## config.mk

```make
export PLATFORM = sky130hd
export DESIGN_NAME = nibble_serial_adder
export DESIGN_NICKNAME = d
export VERILOG_FILES = /design/src/rtl/nibble_serial_adder.sv
export SDC_FILE = /design/constraint.sdc
export NUM_CORES = 1
export LEC_CHECK = 0
export CAP_MARGIN = 20
export CORE_UTILIZATION = 55
export DETAILED_ROUTE_END_ITERATION = 16
export PLACE_DENSITY_LB_ADDON = 0.25
export SYNTH_ARGS = -nofsm -noshare
export SYNTH_HDL_FRONTEND = slang
export SYNTH_SLANG_ARGS = --single-unit
```

## constraint.sdc

```tcl
create_clock -name clk -period 4.4 [get_ports clk]
set_input_delay 0.66 -clock clk [delete_from_list [all_inputs] [get_ports clk]]
set_output_delay 0.66 -clock clk [all_outputs]
set_load 0.01 [all_outputs]
```

## src/rtl/nibble_serial_adder.sv

```systemverilog
// Multi-cycle WIDTH-bit adder: one 4-bit carry-lookahead slice per clock, LSB nibble first.
// Optional NSA_OVF_EN adds a registered two's-complement overflow output (ovf).
module nibble_serial_adder #(
    parameter int WIDTH = 16
) (
    input  logic             clk,
    input  logic             rst_n,
    input  logic             in_valid,
    output logic             in_ready,
    input  logic [WIDTH-1:0] a,
    input  logic [WIDTH-1:0] b,
    input  logic             cin,
    output logic             out_valid,
    input  logic             out_ready,
    output logic [WIDTH-1:0] sum,
    output logic             cout,
    output logic             busy
`ifdef NSA_OVF_EN
    ,
    output logic             ovf
`endif
);

    localparam int NIBBLES = WIDTH / 4;
    localparam int IW = (NIBBLES > 1) ? $clog2(NIBBLES) : 1;
    localparam logic [IW-1:0] LAST = IW'(NIBBLES - 1);

    if ((WIDTH % 4) != 0 || WIDTH < 4) begin : g_bad_width
        $error("nibble_serial_adder: WIDTH must be a positive multiple of 4");
    end

    typedef enum logic [1:0] {IDLE, RUN, DONE} state_t;

    state_t          state;
    logic [IW-1:0]   idx;
    logic [WIDTH-1:0] a_q, b_q;
    logic            carry;

    logic [3:0] an, bn, g, p, s;
    logic       c1, c2, c3, c4;

    // Full lookahead form: every carry is built from g/p and the slice carry-in only.
    always_comb begin
        an = a_q[4*idx +: 4];
        bn = b_q[4*idx +: 4];
        g  = an & bn;
        p  = an ^ bn;
        c1 = g[0] | (p[0] & carry);
        c2 = g[1] | (p[1] & g[0]) | (p[1] & p[0] & carry);
        c3 = g[2] | (p[2] & g[1]) | (p[2] & p[1] & g[0]) | (p[2] & p[1] & p[0] & carry);
        c4 = g[3] | (p[3] & g[2]) | (p[3] & p[2] & g[1]) | (p[3] & p[2] & p[1] & g[0])
           | (p[3] & p[2] & p[1] & p[0] & carry);
        s  = p ^ {c3, c2, c1, carry};
    end

    assign in_ready = rst_n && (state == IDLE);

    always_ff @(posedge clk or negedge rst_n) begin
        if (!rst_n) begin
            state     <= IDLE;
            idx       <= '0;
            carry     <= 1'b0;
            a_q       <= '0;
            b_q       <= '0;
            sum       <= '0;
            cout      <= 1'b0;
            out_valid <= 1'b0;
            busy      <= 1'b0;
`ifdef NSA_OVF_EN
            ovf       <= 1'b0;
`endif
        end else begin
            case (state)
                IDLE: begin
                    if (in_valid) begin
                        a_q   <= a;
                        b_q   <= b;
                        carry <= cin;
                        idx   <= '0;
                        busy  <= 1'b1;
                        state <= RUN;
                    end
                end
                RUN: begin
                    sum[4*idx +: 4] <= s;
                    carry           <= c4;
                    if (idx == LAST) begin
                        cout      <= c4;
`ifdef NSA_OVF_EN
                        ovf       <= c3 ^ c4;
`endif
                        out_valid <= 1'b1;
                        state     <= DONE;
                    end else begin
                        idx <= idx + 1'b1;
                    end
                end
                DONE: begin
                    if (out_ready) begin
                        out_valid <= 1'b0;
                        busy      <= 1'b0;
                        state     <= IDLE;
                    end
                end
                default: state <= IDLE;
            endcase
        end
    end

endmodule

```

==> results of run 1 <==
state kept, by name, summed over array words and instances (netlist names):
name	flops
b_q	16
out_valid	1
carry	1
a_q	16
cout	1
busy	1
sum	16
state	2
idx	2
cell usage after synthesis:
cell type,number,area (um^2)
or4_4,1,11.3
clkbuf_1,2,7.51
buf_4,5,37.5
a22o_1,9,78.8
fa_1,1,20.0
o31ai_1,8,60.1
nor4_1,1,6.26
and4_1,2,17.5
nor2_1,5,18.8
nor2b_1,2,12.5
mux4_2,8,180
o311a_1,1,10.0
dfrtp_1,56,1400
nand2b_1,1,6.26
nand2_1,12,45.0
nor3b_2,2,25.0
ha_1,11,138
a21o_1,3,22.5
a311oi_1,1,8.76
inv_1,7,26.3
nand3_1,1,5.00
nand2b_4,1,13.8
a21oi_1,3,15.0
nand3b_1,5,37.5
buf_2,1,5.00
a211oi_1,2,15.0
xor2_1,1,8.76
mux2_2,33,372
and3_1,3,18.8
o31ai_2,1,12.5
o21ai_0,5,25.0
a2bb2oi_1,1,8.76
nor3b_1,2,15.0
nand4_1,2,12.5
routing by layer:
layer | part of all wire (%) | global-route usage (%) | wire (um)
met1 | 46 | 31.8 | 2390
met2 | 49 | 36.7 | 2510
met3 | 3.5 | 4.72 | 182
met4 | 1.4 | 7.19 | 70
met5 | 0 | 0 | 0
critical path: cells and delay by family (launching register included):
kind	cells	cell delay, ns
AO/OA/AOI/OAI	3	0.86
multiplexers	1	0.65
adder cells (fa/ha/maj)	1	0.36
flip-flops	1	0.90
cells in the final DEF (no fill, tap or decap), types with 2 or more instances in the layout:
cell / count
dfrtp_1: 56
clkdlybuf4s50_1: 55
mux2_2: 33
nand2_1: 12
ha_1: 11
a22o_1: 9
mux4_2: 8
o31ai_1: 8
inv_1: 7
clkbuf_8: 6
nor2_1: 5
nand3b_1: 5
o21ai_0: 5
and3_1: 3
a21oi_1: 3
a21o_1: 3
nor2b_1: 2
nand4_1: 2
nor3b_1: 2
a211oi_1: 2
and4_1: 2
clkinv_2: 2
buf_4: 2
stage by stage:
step                hold WS, ns  instance area, um^2  instances  setup WS [ns]
global route              0.526                 3400        324           1.26
global placement          0.472                 3310        316           1.60
detailed placement        0.476                 3310        316           1.51
floorplan                 0.364                 2700        199           1.88
finish                    0.499                 3400        324           1.49
CTS                       0.499                 3400        324           1.45
power breakdown:
group          switching [mW]  leakage [nW]  internal [mW]  total, mW
clock                   0.162        0.0510          0.126      0.288
combinational           0.688         0.704          0.746       1.43
sequential              0.220         0.689          0.755      0.975
area by class of cell:
| class | count | area, um^2 |
|---|---|---|
| inverters | 7 | 26.3 |
| fillers | 329 | 1320 |
| multi-input cells | 128 | 1230 |
| repair buffers | 58 | 571 |
| clock inverters | 2 | 10.0 |
| well taps | 67 | 83.8 |
| flip-flops and latches | 56 | 1400 |
| clock buffers | 6 | 82.6 |
worst max-delay path by stage:
stage	from	end	slack, ns	cells past startpoint
5_1_grt	idx[0]$_DFFE_PN0P_	sum[10]$_DFFE_PN0P_	1.26	5
3_5_place_dp	idx[0]$_DFFE_PN0P_	sum[10]$_DFFE_PN0P_	1.51	5
6_report	idx[0]$_DFFE_PN0P_	sum[6]$_DFFE_PN0P_	1.49	5
3_3_place_gp	idx[0]$_DFFE_PN0P_	sum[11]$_DFFE_PN0P_	1.60	5
4_1_cts	idx[0]$_DFFE_PN0P_	sum[6]$_DFFE_PN0P_	1.45	5
2_1_floorplan	idx[0]$_DFFE_PN0P_	sum[11]$_DFFE_PN0P_	1.88	7
cell families (layout without fill, tap and decap cells):
family / after synthesis / after routing
AND/OR/NAND/NOR: 40 / 40
buffers and inverters: 15 / 73
XOR/XNOR: 1 / 1
multiplexers: 41 / 41
flip-flops: 56 / 56
adder cells (fa/ha/maj): 12 / 12
AO/OA/AOI/OAI: 34 / 34
==> impl_metrics.yaml, run 1 <==
synthesis:
  synth_top_family_by_area: "multiplexers"
  synth_cells: 199
  synth_compound_area_share_pct: 9.51
  syn_avg_cell_area_um2: 13.6
  synth_area_um2: 2700
  synth-adder-area-share_pct: 5.84
  synth-seq-area-share_pct: 51.9
  ys_ff_latch: 56
  synth-xor-area-share_pct: 0.325
  ys_warn_count: 0
  synthesis.nets: 248
  synth.distinct_cells: 34
  synthSimpleGateAreaFrac_pct: 9.09
  muxShareOfSynthArea_pct: 20.5
sta:
  period_needed_ns: 2.91
  setup_viol: 0
  worstMarginPinSlew_ns: 0.834
  maxSlewViolCount: 0
  rsz0062_at_grt: "false"
  max_freq_ghz: 0.343
  slew_headroom_pct: 44.4
  setup_tns_ns: 0
  hold_viol: 0
  fin_crit_sh_pct: 66.2
  fin_worst_skew_ns: 0.00990
clock_tree:
  cts_sinks: 56
  cts_tree: "built"
  cts_setup_buffers: 0
  clock_path_buffers: 2
  htreeDepth: 2
  holdBufCountCts: 0
  clkTransAtPathRegs_ns: 0.10
  root_buffer: "clkbuf_8"
  ctsResizeCount: 0
  cts_buffers: 5
  clock_latency_ns: 0.31
hold_path:
  min_to: "sum[15]$_DFFE_PN0P_"
  whs_path_depth: 2
  hp-class: "reg -> reg"
  min_from: "sum[15]$_DFFE_PN0P_"
critical_path:
  critical_path.reg2reg.startpoint: "idx[0]$_DFFE_PN0P_"
  critPathSlowestCell: "dfrtp_1"
  cpPeakStageDelay_ns: 0.90
  ff2ff_path_depth: 5
  critPathArrivalTime_ns: 3.09
  start_kind: "flip-flop"
  worstSetupPathType: "reg -> reg"
  crit_path_cell_trace: "mux4_2, ha_1, a21o_1, a211oi_1, o31ai_1"
  end_kind: "flip-flop"
  r2r_slack_ns: 1.49
  worstPathRequired_ns: 4.58
  r2r-end: "sum[6]$_DFFE_PN0P_"
  worst-path-max-fanout: 20
power:
  leakagePower_nw: 1.44
  p_total_mw: 2.70
  power_density_nw_per_um2: 793
  ir_drop_mv: 0.349
drt:
  firstDrtPassIters: 5
  routed-via-count: 1827
  via_per_inst: 5.64
  postRouteAntennaNets: 0
  wl_per_cell_um: 15.9
  drt-initial-drc-count: 103
  drc_errors: 0
  drt-total-wl_mm: 5.16
status:
  status: "finished clean"
grt:
  grt_pass1_wl_mm: 8.94
  antenna_found_initial: 0
  grt_overflow: 0
  grt_max_degree: 57
  grt_usage_pct: 22.9
  grt_pass1_vias: 1809
placed_design:
  hpwlAfterDp_mm: 3.83
  gp_congestion: 0.850
  port_buffers: 56
floorplanning:
  num_io_pins: 57
  dieArea_um2: 5190
  die_h_um: 72.0
  initial_utilization_pct: 57.1
  die_x_um: 72.0
  rows: 25
  coreArea_um2: 4720
final_layout:
  post-route-util_pct: 72.0
  nets: 305
  diodes: 0
  layout-drive-gt1-share_pct: 22.2
  area_growth_pct: 26.1
job:
  maxCapViolCount: 0
No activity file was read; power rests on OpenSTA's default activity.
==> run 2: changes to the inputs <==
--- a/config.mk
+++ b/config.mk
@@ -6,7 +6,7 @@
 export NUM_CORES = 1
 export LEC_CHECK = 0
 export CAP_MARGIN = 20
-export CORE_UTILIZATION = 55
+export CORE_UTILIZATION = 51
 export DETAILED_ROUTE_END_ITERATION = 16
 export PLACE_DENSITY_LB_ADDON = 0.25
 export SYNTH_ARGS = -nofsm -noshare
==> constraint.sdc (replaced) <==
create_clock -name clk -period 2.8 [get_ports clk]
set_input_delay 0.42 -clock clk [delete_from_list [all_inputs] [get_ports clk]]
set_output_delay 0.42 -clock clk [all_outputs]
set_load 0.01 [all_outputs]
==> impl_metrics.yaml, run 2 (synthesized netlist as in run 1, its figures left out) <==
status:
  status: "finished clean"
clock_tree:
  clock_latency_ns: 0.30
  cts_setup_buffers: 0
  holdBufCountCts: 0
  ctsResizeCount: 0
  root_buffer: "clkbuf_8"
  clkTransAtPathRegs_ns: 0.09
  cts_buffers: 5
  clock_path_buffers: 2
  cts_tree: "built"
  cts_sinks: 56
  htreeDepth: 2
placed_design:
  gp_congestion: 0.845
  pre_cts_ws_ns: 0.199
  placed_cell_area_um2: 3330
  port_buffers: 56
  hpwlAfterDp_mm: 3.71
job:
  maxCapViolCount: 0
sta:
  layout_setup_ws_ns: 0.192
  fin_worst_skew_ns: 0.00330
  hold_viol: 0
  setup_viol: 0
  period_needed_ns: 2.61
  slew_headroom_pct: 54.2
  max_freq_ghz: 0.383
  maxSlewViolCount: 0
  rsz0062_at_grt: "false"
  fin_crit_sh_pct: 93.2
  setup_tns_ns: 0
  worstMarginPinSlew_ns: 0.686
drt:
  drt-total-wl_mm: 4.91
  via_per_inst: 5.41
  firstDrtPassIters: 4
  wl_per_cell_um: 15.0
  postRouteAntennaNets: 0
  drc_errors: 0
  drt-initial-drc-count: 73
  routed-via-count: 1776
final_layout:
  mostFrequentLayoutCells: "dfrtp_1 (56), clkdlybuf4s50_1 (55), mux2_2 (33), nand2_1 (12), ha_1 (11)"
  fillers: 413
  layout-drive-gt1-share_pct: 22.5
  finalInstanceArea_um2: 3420
  layout_commonest_cell: "dfrtp_1"
  area_growth_pct: 26.9
  top_regs: "a_q x16, b_q x16, sum x16"
  nets: 307
  diodes: 0
  post-route-util_pct: 67.0
grt:
  grt_overflow: 0
  antenna_found_initial: 0
  grt_pass1_vias: 1790
  grt_max_degree: 57
  grt_usage_pct: 19.9
  grt_pass1_wl_mm: 8.24
floorplanning:
  num_io_pins: 57
  initial_utilization_pct: 52.8
  dieArea_um2: 5580
  coreArea_um2: 5110
  rows: 26
  die_h_um: 74.7
  die_x_um: 74.7
critical_path:
  ff2ff_path_depth: 6
  worstSetupPathType: "reg -> reg"
  end_kind: "flip-flop"
  start_kind: "flip-flop"
  critPathArrivalTime_ns: 2.78
  r2r_slack_ns: 0.19
  r2r-end: "sum[7]$_DFFE_PN0P_"
  critical_path.reg2reg.startpoint: "idx[0]$_DFFE_PN0P_"
  worstPathRequired_ns: 2.97
  worst-path-max-fanout: 20
power:
  leakagePower_nw: 1.45
  ir_drop_mv: 0.611
  power_density_nw_per_um2: 1260
hold_path:
  hp-class: "in -> async"
[run 2: cell count changes in the layout (fill, tap and decap cells not counted)]
cell / delta
buf_4: +2
clkbuf_8: +1
clkinv_2: -2
[run 2: report_power, final]
group          internal, mW  switching [mW]
clock network         0.221           0.237
registers              1.19           0.275
logic                  1.21            1.17
[run 2: layout make-up]
cell class | instances | area, um^2 | share of cell area (%)
clock buffers | 7 | 96.3 | 2.81
inverters | 7 | 26.3 | 0.768
multi-input cells | 128 | 1230 | 35.8
flip-flops and latches | 56 | 1400 | 40.9
well taps | 70 | 87.6 | 2.56
repair buffers | 60 | 586 | 17.1
[run 2: routing by layer]
metal | global-route usage, % | part of all wire [%]
met5 | 0 | 0
met4 | 5.87 | 1.5
met3 | 4.55 | 3.6
met2 | 34.0 | 51
met1 | 25.3 | 44
[run 2: worst max-delay path by stage]
stage,from,to,slack (ns),depth (start not counted)
after detailed placement,idx[0]$_DFFE_PN0P_,sum[7]$_DFFE_PN0P_,0.20,6
final,idx[0]$_DFFE_PN0P_,sum[7]$_DFFE_PN0P_,0.19,6
after CTS,idx[0]$_DFFE_PN0P_,sum[7]$_DFFE_PN0P_,0.19,6
after global placement,idx[0]$_DFFE_PN0P_,sum[7]$_DFFE_PN0P_,0.29,6
after global routing,idx[0]$_DFFE_PN0P_,sum[11]$_DFFE_PN0P_,0.04,6
after floorplan,idx[0]$_DFFE_PN0P_,sum[11]$_DFFE_PN0P_,0.28,7
[run 2: metrics by stage]
step | cells | power [mW] | hold WS (ns)
after global routing | 328 | 4.64 | 0.293
after global placement | 321 | 3.78 | 0.467
after floorplan | 199 | 3.08 | 0.124
final | 328 | 4.31 | 0.246
after CTS | 328 | 4.34 | 0.277
after detailed placement | 321 | 3.88 | 0.474
[run 2: critical path, cell delays in order (launching register included)]
cell      delay (ns)
dfrtp_1         0.33
buf_4           0.27
mux4_2          0.60
ha_1            0.35
a21o_1          0.18
a311oi_1        0.60
o31ai_1         0.15
